===== config.mk =====
export PLATFORM = sky130hd
export DESIGN_NAME = latency_pipe_flat
export DESIGN_NICKNAME = d
export VERILOG_FILES = /design/src/rtl/latency_pipe_pkg.sv /design/src/rtl/latency_pipe_if.sv /design/src/rtl/latency_tap_mux.sv /design/src/rtl/latency_pipe.sv /design/src/flat_wrapper.sv
export SDC_FILE = /design/constraint.sdc
export NUM_CORES = 1
export LEC_CHECK = 0
export ABC_AREA = 1
export CAP_MARGIN = 5
export CORE_MARGIN = 2
export CORE_UTILIZATION = 50
export DETAILED_ROUTE_END_ITERATION = 10
export DONT_BUFFER_PORTS = 1
export GPL_ROUTABILITY_DRIVEN = 0
export PLACE_DENSITY_LB_ADDON = 0.12
export SLEW_MARGIN = 20
export SYNTH_ARGS = -nofsm -noshare
export SYNTH_HDL_FRONTEND = slang
export SYNTH_HIERARCHICAL = 1
export SYNTH_SLANG_ARGS = --single-unit

===== constraint.sdc =====
create_clock -name clk -period 2.1 [get_ports clk]
set_input_delay 0.42 -clock clk [delete_from_list [all_inputs] [get_ports clk]]
set_output_delay 0.42 -clock clk [all_outputs]
set_load 0.01 [all_outputs]

===== src/rtl/latency_pipe_pkg.sv =====
// Shared helpers for the latency pipe: width math and channel slicing.
package latency_pipe_pkg;

    // Ceiling log2; clog2_f(1) == 0, clog2_f(17) == 5.
    function automatic int unsigned clog2_f(input int unsigned value);
        int unsigned result;
        result = 0;
        for (int i = 0; i < 32; i++) begin
            if ((32'd1 << i) < value) begin
                result = i + 1;
            end
        end
        return result;
    endfunction

    // Width needed to hold any delay in 0..max_latency.
    function automatic int unsigned dly_width(input int unsigned max_latency);
        return clog2_f(max_latency + 1);
    endfunction

    // LSB position of channel ch inside a packed multi-channel word.
    function automatic int unsigned ch_lo(input int unsigned ch, input int unsigned data_width);
        return ch * data_width;
    endfunction

endpackage


===== src/rtl/latency_pipe_if.sv =====
// Stream and configuration signals of one latency_pipe channel group.
interface latency_pipe_if #(
    parameter int unsigned DATA_WIDTH  = 8,
    parameter int unsigned NUM_CH      = 1,
    parameter int unsigned MAX_LATENCY = 16
);
    import latency_pipe_pkg::*;

    localparam int unsigned DLY_W = dly_width(MAX_LATENCY);

    logic                         en;
    logic                         flush;
    logic                         cfg_load;
    logic [DLY_W-1:0]             cfg_delay;
    logic [NUM_CH*DATA_WIDTH-1:0] din;
    logic                         din_valid;
    logic [NUM_CH*DATA_WIDTH-1:0] dout;
    logic                         dout_valid;
    logic [DLY_W-1:0]             cur_delay;
    logic                         primed;
    logic                         cfg_clamped;

    modport master (
        output en, flush, cfg_load, cfg_delay, din, din_valid,
        input  dout, dout_valid, cur_delay, primed, cfg_clamped
    );

    modport slave (
        input  en, flush, cfg_load, cfg_delay, din, din_valid,
        output dout, dout_valid, cur_delay, primed, cfg_clamped
    );

endinterface


===== src/rtl/latency_tap_mux.sv =====
// Selects the output tap {vld, stage} for the active delay, with a zero-delay bypass.
module latency_tap_mux #(
    parameter int unsigned WIDTH       = 8,
    parameter int unsigned MAX_LATENCY = 16,
    parameter int unsigned DLY_W       = 5
) (
    input  logic [DLY_W-1:0]                  cur_delay_i,
    input  logic [MAX_LATENCY-1:0][WIDTH-1:0] stage_i,
    input  logic [MAX_LATENCY-1:0]            vld_i,
    input  logic [WIDTH-1:0]                  din_i,
    input  logic                              din_valid_i,
    input  logic                              bypass_ok_i,
    output logic [WIDTH-1:0]                  dout_o,
    output logic                              dout_valid_o
);

    // Delay d>=1 taps stage d-1; d=0 passes the input straight through.
    always_comb begin
        dout_o       = '0;
        dout_valid_o = 1'b0;
        if (cur_delay_i == '0) begin
            dout_o       = din_i;
            dout_valid_o = din_valid_i & bypass_ok_i;
        end else begin
            for (int k = 1; k <= MAX_LATENCY; k++) begin
                if (cur_delay_i == DLY_W'(k)) begin
                    dout_o       = stage_i[k-1];
                    dout_valid_o = vld_i[k-1];
                end
            end
        end
    end

endmodule


===== src/rtl/latency_pipe.sv =====
// Valid-tagged delay line with run-time latency, stall, flush and fill tracking.
module latency_pipe #(
    parameter int unsigned DATA_WIDTH      = 8,
    parameter int unsigned NUM_CH          = 1,
    parameter int unsigned MAX_LATENCY     = 16,
    parameter int unsigned DEFAULT_LATENCY = 4
) (
    input logic           clk,
    input logic           rst_n,
    latency_pipe_if.slave bus
);
    import latency_pipe_pkg::*;

    localparam int unsigned W     = DATA_WIDTH * NUM_CH;
    localparam int unsigned DLY_W = dly_width(MAX_LATENCY);

    localparam logic [DLY_W-1:0] MaxDly = DLY_W'(MAX_LATENCY);
    localparam logic [DLY_W-1:0] DefDly = DLY_W'(DEFAULT_LATENCY);

    logic [MAX_LATENCY-1:0][W-1:0] stage_q, stage_d;
    logic [MAX_LATENCY-1:0]        vld_q, vld_d;
    logic [DLY_W-1:0]              cur_delay_q, cur_delay_d;
    logic [DLY_W-1:0]              fill_cnt_q, fill_cnt_d;
    logic                          cfg_clamped_q, cfg_clamped_d;

    logic flush_any;
    logic shift;

    // A config load always restarts the pipe, so it counts as a flush.
    assign flush_any = bus.flush | bus.cfg_load;
    assign shift     = bus.en & ~flush_any;

    // Next-state: flush beats shift; en=0 holds everything.
    always_comb begin
        stage_d       = stage_q;
        vld_d         = vld_q;
        cur_delay_d   = cur_delay_q;
        fill_cnt_d    = fill_cnt_q;
        cfg_clamped_d = 1'b0;

        if (flush_any) begin
            // Data stages keep stale values; only the tags need clearing.
            vld_d      = '0;
            fill_cnt_d = '0;
        end else if (bus.en) begin
            stage_d[0] = bus.din;
            vld_d[0]   = bus.din_valid;
            for (int k = 1; k < MAX_LATENCY; k++) begin
                stage_d[k] = stage_q[k-1];
                vld_d[k]   = vld_q[k-1];
            end
            if (fill_cnt_q < cur_delay_q) begin
                fill_cnt_d = fill_cnt_q + 1'b1;
            end
        end

        if (bus.cfg_load) begin
            if (bus.cfg_delay > MaxDly) begin
                cur_delay_d   = MaxDly;
                cfg_clamped_d = 1'b1;
            end else begin
                cur_delay_d = bus.cfg_delay;
            end
        end
    end

    // State registers with asynchronous clear.
    always_ff @(posedge clk or negedge rst_n) begin
        if (!rst_n) begin
            stage_q       <= '0;
            vld_q         <= '0;
            cur_delay_q   <= DefDly;
            fill_cnt_q    <= '0;
            cfg_clamped_q <= 1'b0;
        end else begin
            stage_q       <= stage_d;
            vld_q         <= vld_d;
            cur_delay_q   <= cur_delay_d;
            fill_cnt_q    <= fill_cnt_d;
            cfg_clamped_q <= cfg_clamped_d;
        end
    end

    latency_tap_mux #(
        .WIDTH       (W),
        .MAX_LATENCY (MAX_LATENCY),
        .DLY_W       (DLY_W)
    ) u_tap_mux (
        .cur_delay_i  (cur_delay_q),
        .stage_i      (stage_q),
        .vld_i        (vld_q),
        .din_i        (bus.din),
        .din_valid_i  (bus.din_valid),
        .bypass_ok_i  (shift),
        .dout_o       (bus.dout),
        .dout_valid_o (bus.dout_valid)
    );

    assign bus.cur_delay   = cur_delay_q;
    assign bus.primed      = (fill_cnt_q == cur_delay_q);
    assign bus.cfg_clamped = cfg_clamped_q;

endmodule


===== src/flat_wrapper.sv =====
// flat-port wrapper written by rule: the top's interface ports become plain ports
module latency_pipe_flat import latency_pipe_pkg::*;
#(
    parameter int unsigned DATA_WIDTH      = 8,
    parameter int unsigned NUM_CH          = 1,
    parameter int unsigned MAX_LATENCY     = 16,
    parameter int unsigned DEFAULT_LATENCY = 4
)
  (clk, rst_n, bus_en, bus_flush, bus_cfg_load, bus_cfg_delay, bus_din, bus_din_valid, bus_dout, bus_dout_valid, bus_cur_delay, bus_primed, bus_cfg_clamped);
  latency_pipe_if #(.DATA_WIDTH(DATA_WIDTH), .NUM_CH(NUM_CH), .MAX_LATENCY(MAX_LATENCY)) bus_i ();
  input logic clk;
  input logic rst_n;
  input wire logic [$bits(bus_i.en)-1:0] bus_en;
  input wire logic [$bits(bus_i.flush)-1:0] bus_flush;
  input wire logic [$bits(bus_i.cfg_load)-1:0] bus_cfg_load;
  input wire logic [$bits(bus_i.cfg_delay)-1:0] bus_cfg_delay;
  input wire logic [$bits(bus_i.din)-1:0] bus_din;
  input wire logic [$bits(bus_i.din_valid)-1:0] bus_din_valid;
  output wire logic [$bits(bus_i.dout)-1:0] bus_dout;
  output wire logic [$bits(bus_i.dout_valid)-1:0] bus_dout_valid;
  output wire logic [$bits(bus_i.cur_delay)-1:0] bus_cur_delay;
  output wire logic [$bits(bus_i.primed)-1:0] bus_primed;
  output wire logic [$bits(bus_i.cfg_clamped)-1:0] bus_cfg_clamped;
  assign bus_i.en = bus_en;
  assign bus_i.flush = bus_flush;
  assign bus_i.cfg_load = bus_cfg_load;
  assign bus_i.cfg_delay = bus_cfg_delay;
  assign bus_i.din = bus_din;
  assign bus_i.din_valid = bus_din_valid;
  assign bus_dout = bus_i.dout;
  assign bus_dout_valid = bus_i.dout_valid;
  assign bus_cur_delay = bus_i.cur_delay;
  assign bus_primed = bus_i.primed;
  assign bus_cfg_clamped = bus_i.cfg_clamped;
  latency_pipe #(.DATA_WIDTH(DATA_WIDTH), .NUM_CH(NUM_CH), .MAX_LATENCY(MAX_LATENCY), .DEFAULT_LATENCY(DEFAULT_LATENCY)) u_core (.clk(clk), .rst_n(rst_n), .bus(bus_i));
endmodule

==> metrics.cfg <==
[routing]
vias_per_cell = 5.16
routed_wl_um = 18500
vias = 6123
first_pass_iters = 4
routedWlPerCell_um = 15.6
drcViolationCount = 0
drt_iter0_markers = 399
antenna_left = 0

[timing]
slew_headroom = 0.603
slew_violations = 0
setup_slack_ns = -0.652
worst_pin_slew_ns = 0.596
max_freq_mhz = 363
final.min_clock_period_ns = 2.75
hold_slack_ns = -0.315
min_period_over_period = 1.31
skew_ns = 0.00777
hold_viol = 155
rsz0062_at_grt = yes
finalSetupTns_ns = -5.29
setup-violations-final = 10

[pwr]
p_leak_nw = 4.18
p_switching_w = 0.00245
comb_power_share = 0.148
swShare = 0.290
power.total_w = 0.00844
seqPwrFrac = 0.475
p_per_area_nw_per_um2 = 953
power.share.clock = 0.377
internal-power_w = 0.00600
irDropWorstVdd_uv = 635

[global_route]
grt_use_total = 0.244
grt_pass1_vias = 5912
grt_max_degree = 156
grt_overflow = 0
grt_pass1_wl_um = 30700
antenna_found_initial = 0

[yosys]
ys_warn_count = 6
synth-async-reset-ratio = 1.00
ys_seq_area_frac = 0.511
synth_seq_cells = 155
syn_inst = 944
synth_flop_cell = dfrtp_1
synth.distinct_cells = 34
syn_nets = 969
syn_area_per_cell_um2 = 8.04
synth_edf_count = 0
syn_area_um2 = 7590

[finish]
final_cell_mix = 321 x nand2_1, 152 x dfrtp_1, 122 x inv_1
drive_above_1_share = 0.148
area_growth_pct = 16.7
finalNonFillerCells = 1187
final_nets = 1011
nFillCells = 1414
antenna_cells = 0
final_common_cell = nand2_1

[clock_network]
clk-insertion-delay-late_ns = 0.43
clock_path_buffers = 2
h-tree-depth = 4
cts_tree = done
clk_pin_slew_ns = 0.06
cts.sinks = 155
root_buffer = clkbuf_16
cts_buffers = 17

[floorplanning]
core_um2 = 15000
die_x_um = 127
core.rowCount = 45
initial_core_util = 0.505
ios = 35
die_area_um2 = 16200
fp.dieH_um = 127

[worst_setup_path]
crit_path_max_incr_delay_ns = 0.58
path_delay_family = simple AND/OR/NAND/NOR gates
crit_path_cell_trace = buf_4 > nor2_1 > inv_2 > buf_12 > nor2_4 > buf_4 > nand2_1 > nand4_1 > nor2_1 > nand4_1 > nor2_1 > nand3_1
crit_top_cell = nor2_1
crit_path_top_delay_cell = dfstp_2
end_kind = primary output
worst_setup_path_start_kind = register
worstPathMaxFanout = 4
path_class = register to primary output
arrival_ns = 2.33
crit_required_ns = 1.68
critPathBufInv = 4

[hold_path]
hp-class = input pin to async pin

[job]
cap_violations = 0

[status]
status = complete, but fails checks
violations = hold timing, setup timing

[place]
place_hpwl_um = 12400
post-place-cells = 1150
pre_cts_slack_ns = -0.177
portBuffers = 0

==> area by class of cell <==
| cell class | count | area (µm²) | share of cell area |
|---|---|---|---|
| Multi-Input combinational cell | 614 | 3010 | 0.340 |
| Clock inverter | 13 | 164 | 0.0185 |
| Sequential cell | 155 | 3880 | 0.438 |
| Inverter | 138 | 533 | 0.0602 |
| Clock buffer | 19 | 443 | 0.0500 |
| Timing Repair Buffer | 60 | 586 | 0.0661 |
| Tap cell | 188 | 235 | 0.0266 |
==> synth_stat cells (2+ instances only) <==
library cell	number	area share
nand2_1	326	0.16
dfrtp_1	154	0.51
inv_1	126	0.062
o21ai_0	95	0.063
nor2_1	43	0.021
nand4_1	32	0.026
o21ai_1	22	0.015
nand3_1	20	0.013
o211ai_1	17	0.017
o22ai_1	17	0.014
buf_6	14	0.021
inv_2	12	0.0059
clkbuf_1	10	0.0049
buf_2	8	0.0053
a21oi_1	6	0.0040
ha_1	6	0.0099
nor2_4	5	0.0074
buf_4	4	0.0040
nor2_2	4	0.0033
nor2_8	4	0.011
or2_1	4	0.0033
nand2_4	2	0.0030
nor3b_1	2	0.0020
==> power by group through the flow <==
stage | clock network, W | registers (W) | logic [W]
3_5_place_dp | 0 | 0.00405 | 0.00120
4_1_cts | 0.00323 | 0.00401 | 0.00124
6_report | 0.00318 | 0.00401 | 0.00125
2_1_floorplan | 0 | 0.00393 | 0.000864
5_1_grt | 0.00336 | 0.00409 | 0.00145
3_3_place_gp | 0 | 0.00405 | 0.00117
==> sequential cells by signal, indices dropped and copies added, names as in the netlist <==
name	count
u_core/bus.cfg_clamped	1
u_core/bus.cur_delay	5
u_core/fill_cnt_q	5
u_core/vld_q	16
u_core/stage_q	128
==> cell families after synthesis <==
logic type | share of synthesized area
AO/OA/AOI/OAI | 0.115
adder cells (fa/ha/maj) | 0.00990
flip-flops | 0.511
AND/OR/NAND/NOR | 0.260
buffers and inverters | 0.104
==> worst paths after layout <==
check / endpoint / start / slack [ns] / cells after the start
setup / recovery: bus_dout[2] / u_core/bus.cur_delay[2]$_DFFE_PN1P_ / -0.65 / 12
hold / removal: u_core/stage_q[8]$_DFFE_PN0P_ / rst_n / -0.31 / 0
setup reg to reg: u_core/fill_cnt_q[2]$_DFFE_PN0P_ / u_core/bus.cur_delay[4]$_DFFE_PN0P_ / 0.21 / 11
hold reg to reg: u_core/stage_q[121]$_DFFE_PN0P_ / u_core/stage_q[121]$_DFFE_PN0P_ / 0.48 / 2
max in group asynchronous: u_core/bus.cur_delay[2]$_DFFE_PN1P_ / rst_n / 2.21 / 0
min in group clk: u_core/bus.cur_delay[4]$_DFFE_PN0P_ / bus_cfg_load / 0.10 / 1
==> routing by layer <==
layer  share of wire  vias up  track usage
li1                -     3092            -
met1            0.49     2922        0.355
met2            0.47       93        0.380
met3           0.032       16       0.0394
met4           0.012        0       0.0698
met5               0        -            0
==> worst register-to-register path, delay by kind of cell, from the launching register on <==
kind / cells / cell delay, ns
and+or+nand+nor: 5 / 0.54
DFF: 1 / 0.48
buffers and inverters: 4 / 0.43
adders and majority gates: 1 / 0.20
AOI/OAI and AO/OA: 1 / 0.14
==> what timing repair did <==
action                     4_1_cts  5_1_grt
hold endpoints to repair       155      155
buffers inserted                 3        2
pin swaps                        6       10
setup endpoints to repair       10       14
resized for setup               23       13
==> stage by stage <==
stage,instance area [µm²],util
after floorplan,7590,-
after global placement,8080,0.537
after detailed placement,8080,0.537
after CTS,8800,0.586
after global routing,8850,0.589
final,8850,0.589
No activity file was read; power rests on OpenSTA's default activity.
